==> src/rtl/montgomery_mul_driver.sv <==
// montgomery_mul_driver: issues host operand pairs to a multiplier, tags them in order, buffers tagged results with credit flow control
module montgomery_mul_driver #(
  parameter int RSP_DEPTH = 4,
  parameter int TAG_W = 4
) (
  input  logic                         clk,
  input  logic                         rst,
  input  logic                         cmd_valid,
  output logic                         cmd_ready,
  input  logic [63:0]                  cmd_a,
  input  logic [63:0]                  cmd_b,
  output logic [63:0]                  mm_a,
  output logic [63:0]                  mm_b,
  output logic                         mm_valid,
  input  logic                         mm_ready,
  input  logic [63:0]                  mm_result,
  input  logic                         mm_result_valid,
  output logic                         mm_result_ready,
  output logic                         rsp_valid,
  input  logic                         rsp_ready,
  output logic [63:0]                  rsp_data,
  output logic [TAG_W-1:0]             rsp_tag,
  output logic [$clog2(RSP_DEPTH):0]   inflight,
  output logic                         err_unexpected
);
  localparam int AW = $clog2(RSP_DEPTH);
  localparam int CW = AW + 1;
  logic [TAG_W-1:0] tag_cnt;
  logic [TAG_W-1:0] tag_q [RSP_DEPTH];
  logic [AW-1:0] tq_wr, tq_rd, rf_wr, rf_rd;
  logic [TAG_W+63:0] rsp_mem [RSP_DEPTH];
  logic [CW-1:0] rsp_count;
  logic accept, capture, unexpected, pop;
  assign cmd_ready = (!mm_valid || mm_ready) && (({1'b0, inflight} + {1'b0, rsp_count}) < (CW+1)'(RSP_DEPTH)) && !rst;
  assign accept = cmd_valid && cmd_ready;
  assign mm_result_ready = rsp_count != CW'(RSP_DEPTH);
  assign capture = mm_result_valid && mm_result_ready && inflight != '0;
  assign unexpected = mm_result_valid && inflight == '0;
  assign rsp_valid = rsp_count != '0;
  assign pop = rsp_valid && rsp_ready;
  assign {rsp_tag, rsp_data} = rsp_mem[rf_rd];
  always_ff @(posedge clk or posedge rst) begin
    if (rst) begin
      mm_valid <= 1'b0;
      mm_a <= '0;
      mm_b <= '0;
      tag_cnt <= '0;
      tq_wr <= '0;
      tq_rd <= '0;
      rf_wr <= '0;
      rf_rd <= '0;
      inflight <= '0;
      rsp_count <= '0;
      err_unexpected <= 1'b0;
    end else begin
      mm_valid <= accept ? 1'b1 : (mm_ready ? 1'b0 : mm_valid);
      mm_a <= accept ? cmd_a : mm_a;
      mm_b <= accept ? cmd_b : mm_b;
      tag_cnt <= tag_cnt + TAG_W'(accept);
      tq_wr <= tq_wr + AW'(accept);
      tq_rd <= tq_rd + AW'(capture);
      rf_wr <= rf_wr + AW'(capture);
      rf_rd <= rf_rd + AW'(pop);
      inflight <= inflight + CW'(accept) - CW'(capture);
      rsp_count <= rsp_count + CW'(capture) - CW'(pop);
      err_unexpected <= err_unexpected | unexpected;
    end
  end
  always_ff @(posedge clk) begin
    if (accept) tag_q[tq_wr] <= tag_cnt;
    if (capture) rsp_mem[rf_wr] <= {tag_q[tq_rd], mm_result};
  end
endmodule

==> config.mk <==
export PLATFORM = sky130hd
export DESIGN_NAME = montgomery_mul_driver
export DESIGN_NICKNAME = d
export VERILOG_FILES = /design/src/rtl/montgomery_mul_driver.sv
export SDC_FILE = /design/constraint.sdc
export NUM_CORES = 1
export LEC_CHECK = 0
export CAP_MARGIN = 20
export CORE_MARGIN = 3
export CORE_UTILIZATION = 44
export DETAILED_ROUTE_END_ITERATION = 6
export HOLD_SLACK_MARGIN = 0.03
export MAX_ROUTING_LAYER = met4
export PLACE_DENSITY = 0.71
export SYNTH_ARGS = -nofsm -noshare
export SYNTH_HDL_FRONTEND = slang
export SYNTH_SLANG_ARGS = --single-unit
==> constraint.sdc <==
create_clock -name clk -period 6.85 [get_ports clk]
set_clock_uncertainty 0.1 [all_clocks]
set_input_delay 2.055 -clock clk [delete_from_list [all_inputs] [get_ports clk]]
set_output_delay 2.055 -clock clk [all_outputs]
set_load 0.05 [all_outputs]
After elaboration in Yosys (flattened, before gate mapping):

Memories as Yosys holds them, arrays and structs flattened.
Cells that the tools add are included.

* $add $sub $neg: 10
* order comparisons: 1
* equality and inequality tests: 1
* mux-type cells: 6
* bitwise operators: 1
* reduce and logical (&&, ||, !) cells: 14

Operators by type and width (count)
* $add 2x1->2: 4
* $logic_and 1x1->1: 7
* $add 3x1->3: 2
* $mux 1: 6
* $reduce_bool 3->1: 2
* $sub 3x1->3: 2
* $add 3x3->4: 1
* $add 4x1->4: 1
* $lt 4x3->1 const B: 1
* $logic_not 3->1: 1
* $ne 3x3->1 const B: 1
* $logic_not 1->1: 2
* $reduce_bool 2->1: 1
* $logic_or 1x1->1: 1
* $or 1x1->1: 1

* register bits: 148
* bits in writable memories: 288
* input port bits: 198
* output and inout port bits: 204
* word-level logic and storage cells: 46
* memories kept: 2

Memory list
* rsp_mem: words 4, width 68, rd ports 1, clocked after Yosys merged registers in 0, wr ports 1, RTL line 31 `logic [TAG_W+63:0] rsp_mem [RSP_DEPTH];`
* tag_q: words 4, width 4, rd ports 1, clocked after Yosys merged registers in 0, wr ports 1, RTL line 29 `logic [TAG_W-1:0] tag_q [RSP_DEPTH];`

Longest topological paths before layout:

* word-level depth: 7
* depth in mapped cells: 9
* mapped depth without buffers: 9

Worst setup path before layout:

OpenSTA, ideal clock, no wires.

* path kind: input to register
* from: in mm_result_valid
* to: mem rsp_mem[1][0] (netlist bit), enable pin
* arrival: 7.224 ns
* data required time: 6.158 ns
* slack: -1.065 ns
* stages on the path: 2
* cells stage by stage: nand3_1 -> nor3b_1

* word-level cells in the longest chain between the ends: 4

Ends and longest elaborated chain
* from (decl): RTL line 17 `input logic mm_result_valid,`
* $logic_and 1x1->1 (2 in series): RTL line 37 `assign capture = mm_result_valid && mm_result_ready && inflight != '0;`
* $mux 1: RTL line 71 `if (capture) rsp_mem[rf_wr] <= {tag_q[tq_rd], mm_result};`
* $mux 1 (implied by the code): RTL line 71
* to (decl): RTL line 31

No other way between the ends.

Worst setup path after layout:

* from: in rst
* to: out cmd_ready

* word-level cells in the longest chain between the ends: 2

Ends and longest elaborated chain
* from (decl): RTL line 7 `input logic rst,`
* $logic_not 1->1 (no source line)
* $logic_and 1x1->1: RTL line 34 `assign cmd_ready = (!mm_valid || mm_ready) && (({1'b0, inflight} + {1'b0, rsp_count}) < (CW+1)'(RSP_DEPTH)) && ...`
* to (decl): RTL line 9 `output logic cmd_ready,`

No other way between the ends.

==> results.cfg <==
[die]
core_area_um2 = 35900
num_rows = 69
die_w_um = 198
ios = 402
die_y_um = 198
dieArea_um2 = 39200
initial_core_util = 0.451

[final_layout]
instances_no_fill = 1652
fillers = 2610
multi_input_area_um2 = 3540
syn_to_final_growth_pct = 36.3
drive_gt1_frac = 0.153
register_area_um2 = 12400
nets = 1362

[critical_path]
path_buf_inv = 2
cp.arrival_ps = 4000
r2r-start = inflight[2]
worstPathRequired_ps = 4700
slowest_delay_ps = 830
critPathMaxFanout = 2
cp_cell_sequence = clkdlybuf4s50_1 -> nor4_4 -> and3_1 -> clkdlybuf4s50_1
cp.depth = 4
cp-startpoint = rst
crit_family = buffers and inverters
crit_end = cmd_ready
critPathKind = input pin to output port
slowest_stage = clkdlybuf4s50_1
r2r_slack_ps = 3880
rr_endpoint = mm_b[55]
rr_worst_depth = 6
start_kind = input pin
endpoint_kind = output port
cpMostUsedCell = clkdlybuf4s50_1

[grt]
grt_usage = 0.196
overflow = 0
antenna_found_initial = 3
first_global_vias = 9263
grt_pass1_wl_um = 55400
grt_start_max_net_pins = 104

[drt]
drt_iter0_drc = 307
wirelength_um = 37500
drcViolationCount = 0
dr.pass1.iters = 4
routedWlPerCell_um = 22.7
vias = 8392
viasPerCell = 5.08
drtAntennaViolNets = 0

[synthesis]
synth_area_um2 = 16200
synth_compound_area_frac = 0.000463
synthCells = 721
synth_fa_ha_area_frac = 0.0117
synthTopCellsByArea = edfxtp_1, dfrtp_1, mux4_2
synthMuxAreaShare = 0.189
synth.most_common_cell = edfxtp_1
synth_commonest_cells = edfxtp_1, dfrtp_1, mux2_1, mux4_2, mux2_2
synth_top_area_frac = 0.534
synth_area_per_cell_um2 = 22.5
synth_nets = 933
ys_warn_count = 0
synth-simple-area-share = 0.00950
ys_seq_area_frac = 0.762
ys.flop_type = edfxtp_1
synthArstFlopShare = 0.339
synth-edff-count = 288
synth_cell_type_count = 28
synth_top_cell_by_area = edfxtp_1
synth_top_family_by_area = multiplexers
synth_xor_area_frac = 0.00540
synth_seq_cells = 436

[clocking]
cts_buffer_depth = 3
clk_latency_ps = 560
cts-root-buf = clkbuf_16
cts_tree = built
cts_sinks = 436
cts_resized = 0
cts_buffers = 46
ctsHtreeMaxLevel = 2
postCtsHoldBufs = 0
post-cts-setup-buffers = 0
path_clk_slew_ps = 60

[placed_design]
io_buffers = 401
dp_cells = 1563
place_congestion = 0.774
hpwlAfterDp_um = 25400

[min_path]
hold_path.class = register to register

[sta]
fmax_mhz = 162
fin_tns_setup_ps = 0
tightest_slew_ps = 1100
fin_crit_sh = 0.899
maxSlewViolCount = 0
maxSlewHeadroom = 0.269
hold_viol = 0
rsz0062_at_grt = no
whs_ps = 381
fin_crit_ps = 6160
setup_viol = 0

[power_and_ir_drop]
leakage_uw = 0.00800
p_per_area_nw_per_um2 = 550
vdd_drop_max_mv = 0.433

[flow_run]
drv_cap = 0

[status]
status = complete, no violations
-- routing by layer --
layer,vias up,global-route usage,share of wire
li1,3727,-,-
met1,4260,0.229,0.38
met2,340,0.319,0.50
met3,65,0.0744,0.096
met4,0,0.0577,0.029
met5,-,-,0
-- worst min-delay path by stage --
stage / from / endpoint / slack (ps) / depth (start not counted)
after global placement: mm_a[12] / mm_a[12] / 370 / 1
after detailed placement: mm_b[36] / mm_b[36] / 370 / 1
final: mm_b[1] / mm_b[1] / 380 / 1
after global routing: mm_b[29] / mm_b[29] / 400 / 1
after CTS: mm_a[18] / mm_a[18] / 390 / 1
after floorplan: rf_rd[0] / rf_rd[0] / 380 / 1
-- power breakdown --
part           total [µW]  leakage, µW  switching, µW  internal [µW]
clock                2380     0.000708            977           1400
sequential           4170      0.00441            490           3680
combinational        5610      0.00288           3560           2050
total               12200      0.00800           5030           7130
-- worst register-to-register path, cell delays in order (launching register included) --
cell	delay (ps)
dfrtp_1	460
ha_1	360
nor4_4	280
nand4_4	220
inv_6	590
buf_12	450
mux2_1	380
-- flip-flops by register name (all words and copies together) (netlist names) --
name,count
inflight,3
rf_wr,2
tq_rd,2
tag_cnt,4
rsp_count,3
tag_q,16
mm_a,64
mm_valid,1
rsp_mem,272
mm_b,64
tq_wr,2
err_unexpected,1
rf_rd,2
-- area by class of cell --
| type | count | area share |
|---|---|---|
| antenna | 5 | 0.000566 |
| clock buffer | 61 | 0.0570 |
| clock inverter | 23 | 0.00827 |
| inverter | 10 | 0.00215 |
| multi-input combinational | 245 | 0.160 |
| sequential | 436 | 0.559 |
| tap | 461 | 0.0261 |
| timing repair buffer | 411 | 0.186 |
-- stage by stage --
step                      worst slack, ps  power, µW  area [µm²]   util
final                                 692      12200       22100  0.615
after global routing                  590      12700       22100  0.615
after CTS                             650      12300       22100  0.615
after detailed placement              666       9910       20600  0.575
after global placement                668       9840       20600  0.575
after floorplan                       715       7920       16200      -
-- cell usage in the layout (no fill, tap or decap), drive strengths merged, types with 7 or more instances in the layout --
master | netlist | final
buf | 23 | 10
clkbuf | 7 | 61
clkdlybuf4s50 | 0 | 401
clkinv | 0 | 18
dfrtp | 148 | 148
edfxtp | 288 | 288
ha | 12 | 12
inv | 10 | 12
mux2 | 128 | 128
mux4 | 72 | 72
xor2 | 7 | 7
-- kinds of logic (layout without fill, tap and decap cells) --
logic type / Yosys count / in the layout
simple gates: 20 / 20
xor+xnor: 10 / 10
other cells: 0 / 5
flops: 436 / 436
fa+ha+maj: 14 / 14
compound gates: 1 / 1
buf+inv: 40 / 505
mux: 200 / 200
No activity file was read; power rests on OpenSTA's default activity.
